File: src/rtl/spi_flash_responder_if.sv
// SPI pins plus local memory read port of the flash responder.
// slave = responder side, master = initiator / memory side.
interface spi_flash_responder_if #(
  parameter int MEM_AW = 17
);
  logic              SPI_CSS;
  logic              SPI_CLK;
  logic              SPI_MOSI;
  logic              SPI_MISO;
  logic              SPI_MISO_OE;
  logic              o_mem_rd;
  logic [MEM_AW-1:0] o_mem_addr;
  logic [7:0]        i_mem_data;
  logic              o_busy;
  logic              o_byte_sent;
  logic              o_bad_cmd;

  modport slave (
    input  SPI_CSS, SPI_CLK, SPI_MOSI, i_mem_data,
    output SPI_MISO, SPI_MISO_OE, o_mem_rd, o_mem_addr, o_busy, o_byte_sent, o_bad_cmd
  );

  modport master (
    output SPI_CSS, SPI_CLK, SPI_MOSI, i_mem_data,
    input  SPI_MISO, SPI_MISO_OE, o_mem_rd, o_mem_addr, o_busy, o_byte_sent, o_bad_cmd
  );
endinterface

File: src/rtl/spi_flash_responder.sv
// SPI mode-0 flash emulator answering READ (0x03) / FAST_READ (0x0B) from a byte memory port.
// Optional JEDEC ID (0x9F) response when SPI_RESP_JEDEC_ID_EN is defined.
module spi_flash_responder #(
  parameter int MEM_AW    = 17,
  parameter int DUMMY_CYC = 8,
  parameter int SYNC_STG  = 2
) (
  input  logic                  clk,
  input  logic                  reset,
  spi_flash_responder_if.slave  bus
);
  localparam int CW = 8;
  // Only the last MEM_AW address bits (and 8 opcode bits) of the stream are ever needed.
  localparam int RW = (MEM_AW > 8) ? MEM_AW - 1 : 7;

  typedef enum logic [2:0] {IDLE, CMD, ADDR, DUMMY, DATA, IGNORE} state_t;
  state_t state, nxt;

  logic [SYNC_STG-1:0] css_sync, sck_sync, mosi_sync;
  logic                css_s, sck_s, mosi_s, css_d, sck_d;
  logic                css_rise, css_fall, sck_rise, sck_fall;
  logic [RW-1:0]       rx;
  logic [7:0]          opcode, tx_sr;
  logic [MEM_AW-1:0]   addr, addr_in, mem_addr_c;
  logic [CW-1:0]       bit_cnt;
  logic                miso, miso_oe, mem_pend, fast, jedec;
  logic [1:0]          jidx, jidx_nxt;
  logic                op_read, op_fast, op_jedec;
  logic                mem_rd_c, byte_sent_c, bad_cmd_c;

  assign css_s    = css_sync[SYNC_STG-1];
  assign sck_s    = sck_sync[SYNC_STG-1];
  assign mosi_s   = mosi_sync[SYNC_STG-1];
  assign css_rise = css_s & ~css_d;
  assign css_fall = ~css_s & css_d;
  assign sck_rise = sck_s & ~sck_d;
  assign sck_fall = ~sck_s & sck_d;

  assign opcode   = {rx[6:0], mosi_s};
  assign addr_in  = {rx[MEM_AW-2:0], mosi_s};
  assign op_read  = (opcode == 8'h03);
  assign op_fast  = (opcode == 8'h0B);
`ifdef SPI_RESP_JEDEC_ID_EN
  assign op_jedec = (opcode == 8'h9F);
`else
  assign op_jedec = 1'b0;
`endif
  assign jidx_nxt = (jidx == 2'd3) ? 2'd3 : jidx + 2'd1;

  function automatic logic [7:0] jedec_byte(input logic [1:0] idx);
    case (idx)
      2'd0:    return 8'hEF;
      2'd1:    return 8'h40;
      2'd2:    return 8'h18;
      default: return 8'h00;
    endcase
  endfunction

  always_ff @(posedge clk or posedge reset) begin
    if (reset) state <= IDLE;
    else       state <= nxt;
  end

  always_comb begin
    nxt = state;
    if (css_rise) nxt = IDLE;
    else begin
      case (state)
        IDLE:  if (css_fall) nxt = CMD;
        CMD:   if (sck_rise && bit_cnt == CW'(7)) begin
                 if (op_read || op_fast) nxt = ADDR;
                 else if (op_jedec)      nxt = DATA;
                 else                    nxt = IGNORE;
               end
        ADDR:  if (sck_rise && bit_cnt == CW'(23))
                 nxt = (fast && DUMMY_CYC != 0) ? DUMMY : DATA;
        DUMMY: if (sck_rise && bit_cnt == CW'(DUMMY_CYC - 1)) nxt = DATA;
        default: ;
      endcase
    end
  end

  always_comb begin
    mem_rd_c    = 1'b0;
    mem_addr_c  = '0;
    byte_sent_c = 1'b0;
    bad_cmd_c   = 1'b0;
    if (!css_rise && sck_rise) begin
      case (state)
        CMD:  bad_cmd_c = (bit_cnt == CW'(7)) && !(op_read || op_fast || op_jedec);
        ADDR: if (bit_cnt == CW'(23)) begin
                mem_rd_c   = 1'b1;
                mem_addr_c = addr_in;
              end
        DATA: if (bit_cnt == CW'(7)) begin
                byte_sent_c = 1'b1;
                if (!jedec) begin
                  mem_rd_c   = 1'b1;
                  mem_addr_c = addr + MEM_AW'(1);
                end
              end
        default: ;
      endcase
    end
  end

  always_ff @(posedge clk or posedge reset) begin
    if (reset) begin
      css_sync  <= '1;
      sck_sync  <= '0;
      mosi_sync <= '0;
      css_d     <= 1'b1;
      sck_d     <= 1'b0;
      rx        <= '0;
      bit_cnt   <= '0;
      addr      <= '0;
      tx_sr     <= '0;
      miso      <= 1'b0;
      miso_oe   <= 1'b0;
      mem_pend  <= 1'b0;
      fast      <= 1'b0;
      jedec     <= 1'b0;
      jidx      <= '0;
    end else begin
      css_sync  <= {css_sync[SYNC_STG-2:0], bus.SPI_CSS};
      sck_sync  <= {sck_sync[SYNC_STG-2:0], bus.SPI_CLK};
      mosi_sync <= {mosi_sync[SYNC_STG-2:0], bus.SPI_MOSI};
      css_d     <= css_s;
      sck_d     <= sck_s;
      mem_pend  <= mem_rd_c;
      if (css_rise) begin
        // Abort: partial byte and any in-flight read data are discarded.
        miso     <= 1'b0;
        miso_oe  <= 1'b0;
        mem_pend <= 1'b0;
        bit_cnt  <= '0;
      end else begin
        case (state)
          IDLE: if (css_fall) begin
                  bit_cnt <= '0;
                  rx      <= '0;
                  fast    <= 1'b0;
                  jedec   <= 1'b0;
                  jidx    <= '0;
                end
          CMD: if (sck_rise) begin
                 rx <= {rx[RW-2:0], mosi_s};
                 if (bit_cnt == CW'(7)) begin
                   bit_cnt <= '0;
                   fast    <= op_fast;
                   if (op_jedec) begin
                     jedec <= 1'b1;
                     tx_sr <= jedec_byte(2'd0);
                   end
                 end else bit_cnt <= bit_cnt + CW'(1);
               end
          ADDR: if (sck_rise) begin
                  rx <= {rx[RW-2:0], mosi_s};
                  if (bit_cnt == CW'(23)) begin
                    bit_cnt <= '0;
                    addr    <= addr_in;
                  end else bit_cnt <= bit_cnt + CW'(1);
                end
          DUMMY: if (sck_rise) begin
                   if (bit_cnt == CW'(DUMMY_CYC - 1)) bit_cnt <= '0;
                   else                               bit_cnt <= bit_cnt + CW'(1);
                 end
          DATA: begin
                  if (sck_fall) begin
                    miso    <= tx_sr[7];
                    miso_oe <= 1'b1;
                    tx_sr   <= {tx_sr[6:0], 1'b0};
                  end
                  if (sck_rise) begin
                    if (bit_cnt == CW'(7)) begin
                      bit_cnt <= '0;
                      if (jedec) begin
                        jidx  <= jidx_nxt;
                        tx_sr <= jedec_byte(jidx_nxt);
                      end else addr <= addr + MEM_AW'(1);
                    end else bit_cnt <= bit_cnt + CW'(1);
                  end
                end
          default: ;
        endcase
        // Memory data lands between the 8th rise and the next fall.
        if (mem_pend) tx_sr <= bus.i_mem_data;
      end
    end
  end

  assign bus.SPI_MISO    = miso;
  assign bus.SPI_MISO_OE = miso_oe;
  assign bus.o_mem_rd    = mem_rd_c;
  assign bus.o_mem_addr  = mem_addr_c;
  assign bus.o_busy      = (state != IDLE);
  assign bus.o_byte_sent = byte_sent_c;
  assign bus.o_bad_cmd   = bad_cmd_c;
endmodule

File: src/flat_wrapper.sv
// flat-port wrapper written by rule: the top's interface ports become plain ports
module spi_flash_responder_flat 
#(
  parameter int MEM_AW    = 17,
  parameter int DUMMY_CYC = 8,
  parameter int SYNC_STG  = 2
)
  (clk, reset, bus_SPI_CSS, bus_SPI_CLK, bus_SPI_MOSI, bus_i_mem_data, bus_SPI_MISO, bus_SPI_MISO_OE, bus_o_mem_rd, bus_o_mem_addr, bus_o_busy, bus_o_byte_sent, bus_o_bad_cmd);
  spi_flash_responder_if #(.MEM_AW(MEM_AW)) bus_i ();
  input  logic clk;
  input  logic reset;
  input wire logic [$bits(bus_i.SPI_CSS)-1:0] bus_SPI_CSS;
  input wire logic [$bits(bus_i.SPI_CLK)-1:0] bus_SPI_CLK;
  input wire logic [$bits(bus_i.SPI_MOSI)-1:0] bus_SPI_MOSI;
  input wire logic [$bits(bus_i.i_mem_data)-1:0] bus_i_mem_data;
  output wire logic [$bits(bus_i.SPI_MISO)-1:0] bus_SPI_MISO;
  output wire logic [$bits(bus_i.SPI_MISO_OE)-1:0] bus_SPI_MISO_OE;
  output wire logic [$bits(bus_i.o_mem_rd)-1:0] bus_o_mem_rd;
  output wire logic [$bits(bus_i.o_mem_addr)-1:0] bus_o_mem_addr;
  output wire logic [$bits(bus_i.o_busy)-1:0] bus_o_busy;
  output wire logic [$bits(bus_i.o_byte_sent)-1:0] bus_o_byte_sent;
  output wire logic [$bits(bus_i.o_bad_cmd)-1:0] bus_o_bad_cmd;
  assign bus_i.SPI_CSS = bus_SPI_CSS;
  assign bus_i.SPI_CLK = bus_SPI_CLK;
  assign bus_i.SPI_MOSI = bus_SPI_MOSI;
  assign bus_i.i_mem_data = bus_i_mem_data;
  assign bus_SPI_MISO = bus_i.SPI_MISO;
  assign bus_SPI_MISO_OE = bus_i.SPI_MISO_OE;
  assign bus_o_mem_rd = bus_i.o_mem_rd;
  assign bus_o_mem_addr = bus_i.o_mem_addr;
  assign bus_o_busy = bus_i.o_busy;
  assign bus_o_byte_sent = bus_i.o_byte_sent;
  assign bus_o_bad_cmd = bus_i.o_bad_cmd;
  spi_flash_responder #(.MEM_AW(MEM_AW), .DUMMY_CYC(DUMMY_CYC), .SYNC_STG(SYNC_STG)) u_core (.clk(clk), .reset(reset), .bus(bus_i));
endmodule
File: config.mk
export PLATFORM = sky130hd
export DESIGN_NAME = spi_flash_responder_flat
export DESIGN_NICKNAME = d
export VERILOG_FILES = /design/src/rtl/spi_flash_responder_if.sv /design/src/rtl/spi_flash_responder.sv /design/src/flat_wrapper.sv
export SDC_FILE = /design/constraint.sdc
export NUM_CORES = 1
export LEC_CHECK = 0
export BUFFER_PORTS_ARGS = -buffer_cell sky130_fd_sc_hd__buf_2
export CAP_MARGIN = 20
export CORE_ASPECT_RATIO = 0.75
export CORE_MARGIN = 1
export CORE_UTILIZATION = 50
export CTS_CLUSTER_DIAMETER = 60
export DETAILED_ROUTE_END_ITERATION = 8
export GPL_TIMING_DRIVEN = 0
export HOLD_SLACK_MARGIN = 0.12
export PLACE_DENSITY = 0.69
export SLEW_MARGIN = 20
export SYNTH_ARGS = -nofsm -noshare
export SYNTH_HDL_FRONTEND = slang
export SYNTH_SLANG_ARGS = --single-unit
File: constraint.sdc
create_clock -name clk -period 2.2 [get_ports clk]
set_input_delay 0.22 -clock clk [delete_from_list [all_inputs] [get_ports clk]]
set_output_delay 0.22 -clock clk [all_outputs]
set_load 0.005 [all_outputs]
## After elaboration in Yosys (flattened, before gate mapping)

Index checks and enable logic that the tools add are counted.

- Flip-flop bits (word level): 64
- Input bits: 13

- Add/sub/neg operators: 2
- Equal/unequal tests: 23
- Mux-type cells: 49
- Bitwise logic cells: 9
- Reduce and logical (&&, ||, !) cells: 26

Operator list:

| kind | count |
|---|---|
| 17-bit 2-to-1 mux | 7 |
| 8-bit 2-to-1 mux | 9 |
| 17-bit case mux with 2 select lines | 2 |
| 16-bit 2-to-1 mux | 2 |
| 16-bit case mux with 2 select lines | 1 |
| 8-bit case mux with 3 select lines | 1 |
| 3-bit 2-to-1 mux | 7 |
| 3-bit by 1-bit != test with 1-bit output, second input constant | 7 |
| 17-bit by 1-bit adder with 17-bit output, second input constant | 1 |
| 1-bit 2-to-1 mux | 17 |
| 2-bit by 1-bit != test with 1-bit output, second input constant | 8 |
| 3-bit case mux with 4 select lines | 1 |
| 2-bit nonzero test | 6 |
| 5-bit AND reduction | 2 |
| 8-bit by 1-bit adder with 8-bit output, second input constant | 1 |
| 8-bit by 2-bit equality test with 1-bit output, second input constant | 1 |
| 8-bit by 3-bit equality test with 1-bit output, second input constant | 1 |
| 8-bit by 4-bit equality test with 1-bit output, second input constant | 1 |
| 8-bit by 5-bit equality test with 1-bit output, second input constant | 1 |
| 4-bit AND reduction | 2 |
| 3-bit by 2-bit equality test with 1-bit output, second input constant | 2 |
| 6-bit AND reduction | 1 |
| 1-bit inverter | 5 |
| 5-bit nonzero test | 1 |
| other kinds (14) | 22 |

## Longest topological paths before layout

Gate-level depths: netlist (run 1).

- Depth in word-level cells: 6
- Mapped depth: 9
- Depth with buffers taken out: 7

## Worst setup path after synthesis (run 1)

Ideal clock, no wire load.

- Path kind: register to output
- Start: reg u_core.css_d
- End: out bus_o_mem_addr[12]
- Data arrival time: 1.741 ns
- Data required time: 1.980 ns
- Setup slack: 0.239 ns
- Cell stages (with the launch flop): 7
- Buffers on the path: 2
- Path through: dfstp_2 nor2b_1 buf_6 or4_4 or2_1 buf_6 a21oi_1

- Longest elaborated chain between the ends: 5

Ends and longest elaborated chain:

| element | line | source |
|---|---|---|
| from (decl) | spi_flash_responder.sv:20 | `logic css_s, sck_s, mosi_s, css_d, sck_d;` |
| from (signal assigned) | spi_flash_responder.sv:128 | `css_d <= css_s;` |
| 1-bit inverter | spi_flash_responder.sv:34 | `assign css_rise = css_s & ~css_d;` |
| 1-bit bitwise AND | spi_flash_responder.sv:34 |  |
| 1-bit logical NOT | spi_flash_responder.sv:88 | `if (!css_rise && sck_rise) begin` |
| 1-bit logical AND | spi_flash_responder.sv:88 |  |
| 17-bit 2-to-1 mux | spi_flash_responder.sv:88 |  |
| to (decl) | flat_wrapper.sv:19 | `output wire logic [$bits(bus_i.o_mem_addr)-1:0] bus_o_mem_addr;` |

No other way between the ends.

## Final worst setup path (run 1)

- Start: reg u_core.state[1]
- End: out bus_o_mem_addr[0]

- Longest elaborated chain between the ends: 3
- Elaborated cells between the ends (all ways): 4
- Those cells by class: 2 x eq/ne; 2 x mux

Ends and longest elaborated chain:

| element | line | source |
|---|---|---|
| from (decl) | spi_flash_responder.sv:17 | `state_t state, nxt;` |
| from (signal assigned) | spi_flash_responder.sv:61 | `else state <= nxt;` |
| 3-bit equality test / 3-bit by 2-bit equality test with 1-bit output (equally long branches) | spi_flash_responder.sv:89 | `case (state)` |
| 17-bit case mux with 2 select lines * | spi_flash_responder.sv:89 |  |
| 17-bit 2-to-1 mux * | spi_flash_responder.sv:88 |  |

Mark *: on every way between the ends. The rest lies on a longest branch, timed or not.

==> flow_summary_export.csv, run 1 <==
group,metric,value,unit
route,dr.pass1.iters,5,
floorplan,start_util,51.8,%
pwr,swShare,26.5,%
critical_path,worst_ep_arrival_time,2100,ps
synth,synth-warning-count,0,
pwr,comb_power_share,10.8,%
floorplan,dieArea,0.00795,sq mm
synth,synthFlopType,"dfrtp_1",
clocking,h-tree-depth,3,
flow_run,drv_cap,0,
layout,fill_cells,594,
layout,fin_util,66.4,%
clocking,clk_pin_slew_worst_paths,70,ps
synth,async_reset_ff_share,100,%
pwr,peakVddDrop,509,uV
layout,drive_gt1_share,31.6,%
pwr,totalPowerFinal,2.54,mW
floorplan,core,0.00733,sq mm
placement,dp_slack,-246,ps
layout,syn_to_final_growth,28.2,%
floorplan,die_x,103,um
layout,final_area,0.00486,sq mm
synth,synth_cell_types,67,
synth,synth_nets,445,
route,wl_per_cell,17.1,um
grt,grt_overflow,0,
sta,min_period_over_period,106,%
sta,finalClockSkew,9.31,ps
route,via_count,3629,
critical_path,worstPathMaxFanout,5,
grt,grt_max_degree,35,
critical_path,worstReg2RegEnd,"u_core.bit_cnt[5]$_DFFE_PP0P_",
synth,yosysTopAreaCellShare,40.2,%
critical_path,ff2ff_path_depth,7,
synth,yosys-top-cells-area,"dfrtp_1, nor2_1, o21ai_0",
route,drt-met1-wl,4950,um
hold_path,whs_endpoint,"u_core.tx_sr[0]$_DFFE_PP0P_",
grt,antenna_found_initial,0,
critical_path,cp-start-kind,"register",
synth,synthTopCellsByCount,"dfrtp_1, nor2_1, nand2_1",
sta,setup_viol,18,
critical_path,worstReg2RegStart,"u_core.state[0]$_DFFE_PP0P_",
clocking,cts_sinks,64,
floorplan,row_count,27,
route,wirelength,10600,um
sta,drv_slew,0,
route,wl_met2,4510,um
status,violations,"setup timing",
synth,syn_inst,429,
pwr,leakage,2.20,nW
pwr,p_per_area,521,mW/mm^2
synth,synth-edff-count,0,
critical_path,r2r_slack,70,ps
sta,layout_setup_ws,-122,ps
sta,hold_violations,0,
placement,dpl.hpwl,6970,um
pwr,pwr-share-clk,40.4,%
synth,yosysMostFrequentCell,"dfrtp_1",
placement,placed_cell_area,0.00412,sq mm
synth,synth-seq-area-share,42.3,%
clocking,cts_root_buffer,"clkbuf_8",
sta,slew_headroom,58.4,%
pwr,switching_power,673,uW
grt,grt_pass1_vias,3211,
sta,rsz0062_at_grt,"true",
route,top_layer,"met4",
hold_path,hold_class,"input pin to register",
sta,worstMarginPinSlew,623,ps
route,drt_iter0_markers,288,
hold_path,hold_depth,3,
clocking,worstSkewPairLatency,350,ps
grt,grt_pass1_wl,16800,um
pwr,internal-power,1.86,mW
layout,nets,527,
layout,instances_no_fill,617,
synth,syn_area,0.00379,sq mm
clocking,clk_path_buf_depth,2,
sta,max_freq,431,MHz
layout,diodes,0,
sta,period_minus_slack,2320,ps
critical_path,end_kind,"primary output",
synth,syn_area_per_cell,8.85,sq um
critical_path,path_class,"register to primary output",
placement,io_buffers,35,
route,viasPerCell,5.88,
pwr,pwr-share-seq,48.9,%
synth,synth_top_area_cell,"dfrtp_1",
route,postRouteAntennaNets,0,
grt,grt_use_total,27.9,%
placement,place.gp.congestion,0.932,
route,met3_wirelength,977,um
critical_path,crit_required,1980,ps
clocking,cts_tree,"yes",
floorplan,io_pins,36,
hold_path,min-delay-start,"bus_i_mem_data[0]",
synth,ys_ff_latch,64,
route,drc,0,
status,status,"finished, violations left",
clocking,cts_made_buffers,9,
floorplan,die_height,77.4,um
placement,placedCellCount,566,
cell usage in the layout, fill, tap and decap left out, types with 4 or more instances in the layout:
cell            n
clkbuf_8       11
clkbuf_1        6
buf_2          41
a211oi_2        6
mux2i_1        12
buf_4          39
a21oi_1        25
a2bb2oi_1       6
xor2_1          6
o21ai_1         7
nand3_1        28
nor3_2          5
nand2_1        38
inv_1          10
and2_1          4
and3_1          6
dlygate4sd3_1   4
a31oi_1         7
nor2b_1         6
nor2_1         42
xnor2_1        11
dfrtp_1        52
dfrtp_2         9
o22a_1          5
o21ai_0        27
a22o_1          7
critical path, cell delays in order (launching register included):
cell,delay [ps]
dfrtp_2,450
or2_4,260
or3_4,370
buf_8,150
nor3_2,110
a31oi_1,80
nor2_1,190
buf_2,150
worst max path at each step:
stage	depth (start not counted)	slack (ps)	from	endpoint
2_1_floorplan	6	240	u_core.css_d$_DFF_PP1_	bus_o_mem_addr[12]
3_3_place_gp	2	-480	reset	u_core.bit_cnt[3]$_DFFE_PP0P_
3_5_place_dp	8	-250	u_core.bit_cnt[0]$_DFFE_PP0P_	bus_o_mem_addr[5]
4_1_cts	7	-110	u_core.css_d$_DFF_PP1_	bus_o_mem_addr[4]
5_1_grt	8	-180	u_core.bit_cnt[1]$_DFFE_PP0P_	bus_o_mem_addr[9]
6_report	7	-120	u_core.state[1]$_DFFE_PP0P_	bus_o_mem_addr[0]
state kept, by name (all words and copies together) (netlist names), 2 cells and up:
register,cells
u_core.sck_sync,2
u_core.tx_sr,8
u_core.rx,16
u_core.state,3
u_core.mosi_sync,2
u_core.bit_cnt,8
u_core.addr,17
u_core.css_sync,2
power groups by stage:
| stage | Combinational [mW] | Sequential (mW) | Clock, mW |
|---|---|---|---|
| 2_1_floorplan | 0.157 | 1.24 | 0 |
| 3_3_place_gp | 0.213 | 1.26 | 0 |
| 3_5_place_dp | 0.222 | 1.26 | 0 |
| 4_1_cts | 0.258 | 1.23 | 1.05 |
| 5_1_grt | 0.302 | 1.24 | 1.09 |
| 6_report | 0.273 | 1.24 | 1.02 |
layout make-up:
type | instances | area, sq um | area share, %
buffer | 22 | 146 | 3.01
clock buffer | 11 | 141 | 2.91
clock inverter | 5 | 56.3 | 1.16
inverter | 13 | 51.3 | 1.05
multi-input combinational | 323 | 2210 | 45.4
sequential | 64 | 1620 | 33.2
tap | 101 | 126 | 2.60
timing repair buffer | 78 | 518 | 10.6
logic make-up (layout without fill, tap and decap cells):
group / Yosys count / in the layout / share of synthesized area (%)
AND/OR/NAND/NOR: 170 / 170 / 23.6
AO/OA/AOI/OAI: 119 / 119 / 20.3
flip-flops: 64 / 64 / 42.3
buffers and inverters: 42 / 129 / 5.11
XOR/XNOR: 17 / 17 / 3.92
multiplexers: 14 / 14 / 3.76
adder cells (fa/ha/maj): 3 / 3 / 0.989
through the flow:
| step | setup TNS [ps] | hold slack, ps |
|---|---|---|
| global route | -2470 | 166 |
| CTS | -1470 | 131 |
| global placement | -30410 | 325 |
| floorplan | 0 | 224 |
| detailed placement | -1580 | 242 |
| finish | -987 | 138 |
repair_timing:
action / CTS / global route
pin swaps: 9 / 11
setup buffers: 25 / 11
hold endpoints to repair: 30 / 0
setup endpoints to repair: 20 / 49
cloned: 1 / 1
hold buffers: 4 / 0
resized for setup: 46 / 27
metal layers:
| layer | GRT usage [%] | vias to the layer above |
|---|---|---|
| met2 | 37.5 | 168 |
| met3 | 6.40 | 11 |
| met1 | 44.4 | 1749 |
| met4 | 6.86 | 0 |
| li1 | - | 1701 |
| met5 | 0 | - |
Power figures use the tool's default switching activity.
==> run 2: changes to the inputs <==
SETUP_SLACK_MARGIN = 0.2   (was not set)
==> flow_summary_export.csv, run 2 (synthesis results as in run 1) <==
group,metric,value,unit
status,status,"finished, violations left",
status,violations,"setup timing",
sta,max_freq,426,MHz
layout,largest-register,"u_core.addr",
hold_path,hold_class,"input pin to register",
route,postRouteAntennaNets,0,
clocking,h-tree-depth,3,
floorplan,die_x,103,um
pwr,leakage,2.24,nW
placement,placedCellCount,566,
clocking,cts_made_buffers,9,
sta,layout_setup_ws,-147,ps
route,viasPerCell,5.91,
floorplan,core,0.00733,sq mm
layout,syn_to_final_growth,30.7,%
flow_run,drv_cap,0,
grt,grt_max_degree,35,
layout,multi_input_area,0.00220,sq mm
clocking,cts_root_buffer,"clkbuf_8",
floorplan,io_pins,36,
sta,rsz0062_at_grt,"true",
critical_path,max_stage_delay,380,ps
grt,grt_pass1_wl,17400,um
layout,drive_gt1_share,32.0,%
layout,largestRegisters,"u_core.addr (17), u_core.rx (16)",
sta,slew_headroom,60.5,%
critical_path,crit_chain,"buf_6, or2_4, or3_4, buf_8, nor2_2, a32oi_1, nor2_1, buf_2",
layout,fill_cells,593,
layout,layout_commonest_cell,"dfrtp_1",
placement,io_buffers,35,
pwr,peakVddDrop,518,uV
sta,drv_slew,0,
critical_path,worst_ep_arrival_time,2130,ps
critical_path,cp-start-kind,"register",
grt,antenna_found_initial,0,
critical_path,r2r_slack,70,ps
route,drc,0,
clocking,worstSkewPairLatency,350,ps
grt,grt_overflow,0,
layout,final_cell_mix,"dfrtp_1, nor2_1, nand2_1, buf_4, buf_2",
floorplan,start_util,51.8,%
route,wirelength,10800,um
critical_path,worstReg2RegStart,"u_core.bit_cnt[0]$_DFFE_PP0P_",
layout,instances_no_fill,620,
sta,hold_violations,0,
sta,setup_viol,16,
clocking,clk_pin_slew_worst_paths,70,ps
route,drt_iter0_markers,256,
grt,grt_pass1_vias,3288,
floorplan,die_height,77.4,um
critical_path,path_class,"register to primary output",
pwr,p_per_area,515,mW/mm^2
layout,seq_area,0.00161,sq mm
layout,nets,530,
pwr,totalPowerFinal,2.55,mW
clocking,clk_path_buf_depth,2,
sta,fin_setup_tns,-1600,ps
clocking,cts_sinks,64,
critical_path,worstPathMaxFanout,5,
placement,place.gp.congestion,0.932,
floorplan,dieArea,0.00795,sq mm
sta,period_minus_slack,2350,ps
critical_path,end_kind,"primary output",
placement,dpl.hpwl,6970,um
sta,min_period_over_period,107,%
grt,grt_use_total,28.9,%
critical_path,cp_slowest_cell,"dfrtp_1",
route,wl_per_cell,17.5,um
clocking,cts_tree,"yes",
critical_path,worstSetupStartpoint,"u_core.state[1]$_DFFE_PP0P_",
critical_path,crit_required,1980,ps
route,via_count,3666,
layout,largest_reg_flops,17,
floorplan,row_count,27,
sta,worstMarginPinSlew,593,ps
sta,finalClockSkew,13.4,ps
layout,diodes,0,
route,dr.pass1.iters,5,
hold_path,min-delay-start,"bus_i_mem_data[0]",
[run 2: final cells by class]
class | count | share of cell area [%]
tap | 101 | 2.55
timing repair buffer | 74 | 10.6
buffer | 29 | 4.95
sequential | 64 | 32.5
inverter | 13 | 1.11
clock inverter | 5 | 1.14
clock buffer | 11 | 2.85
multi-input combinational | 323 | 44.3
[run 2: worst paths after layout]
check                                                 to  depth (start not counted)
setup / recovery                       bus_o_mem_addr[3]                          8
hold / removal               u_core.tx_sr[0]$_DFFE_PP0P_                          3
setup reg to reg           u_core.bit_cnt[0]$_DFFE_PP0P_                          6
hold reg to reg            u_core.mosi_sync[1]$_DFF_PP0_                          0
max in group asynchronous     u_core.addr[4]$_DFFE_PP0P_                          4
min in group asynchronous       u_core.rx[8]$_DFFE_PP0P_                          3
[run 2: worst max-delay path, delay by kind of cell, from the launching register on]
family | cells | cell delay [ps]
AND/OR/NAND/NOR | 4 | 890
buffers and inverters | 3 | 430
flip-flops | 1 | 380
AO/OA/AOI/OAI | 1 | 70
[run 2: repair_timing]
item                       4_1_cts  5_1_grt
cloned                           2        1
pin swaps                       16       12
buffers inserted                25        6
hold buffers                     4        0
resized for setup               70       30
setup endpoints to repair       53       59
hold endpoints to repair        30        0
[run 2: power breakdown]
group / internal [mW] / switching [mW]
clock network: 0.552 / 0.476
registers: 1.20 / 0.0275
logic: 0.116 / 0.178
total: 1.87 / 0.681
[run 2: metrics by stage]
step           hold slack, ps  util [%]  worst slack (ps)  instance area [sq um]
6_report                  136      67.6              -147                   4960
5_1_grt                   165      67.6              -206                   4960
4_1_cts                   131      66.1              -167                   4840
3_5_place_dp              242      56.2              -246                   4120
3_3_place_gp              325      55.9              -476                   4100
2_1_floorplan             224         -               239                   3790
[run 2: metal layers]
layer / wire length [um] / global-route usage, %
met1: 5020 / 44.9
met2: 4530 / 38.9
met3: 1100 / 7.93
met4: 165 / 7.71
met5: 0 / 0
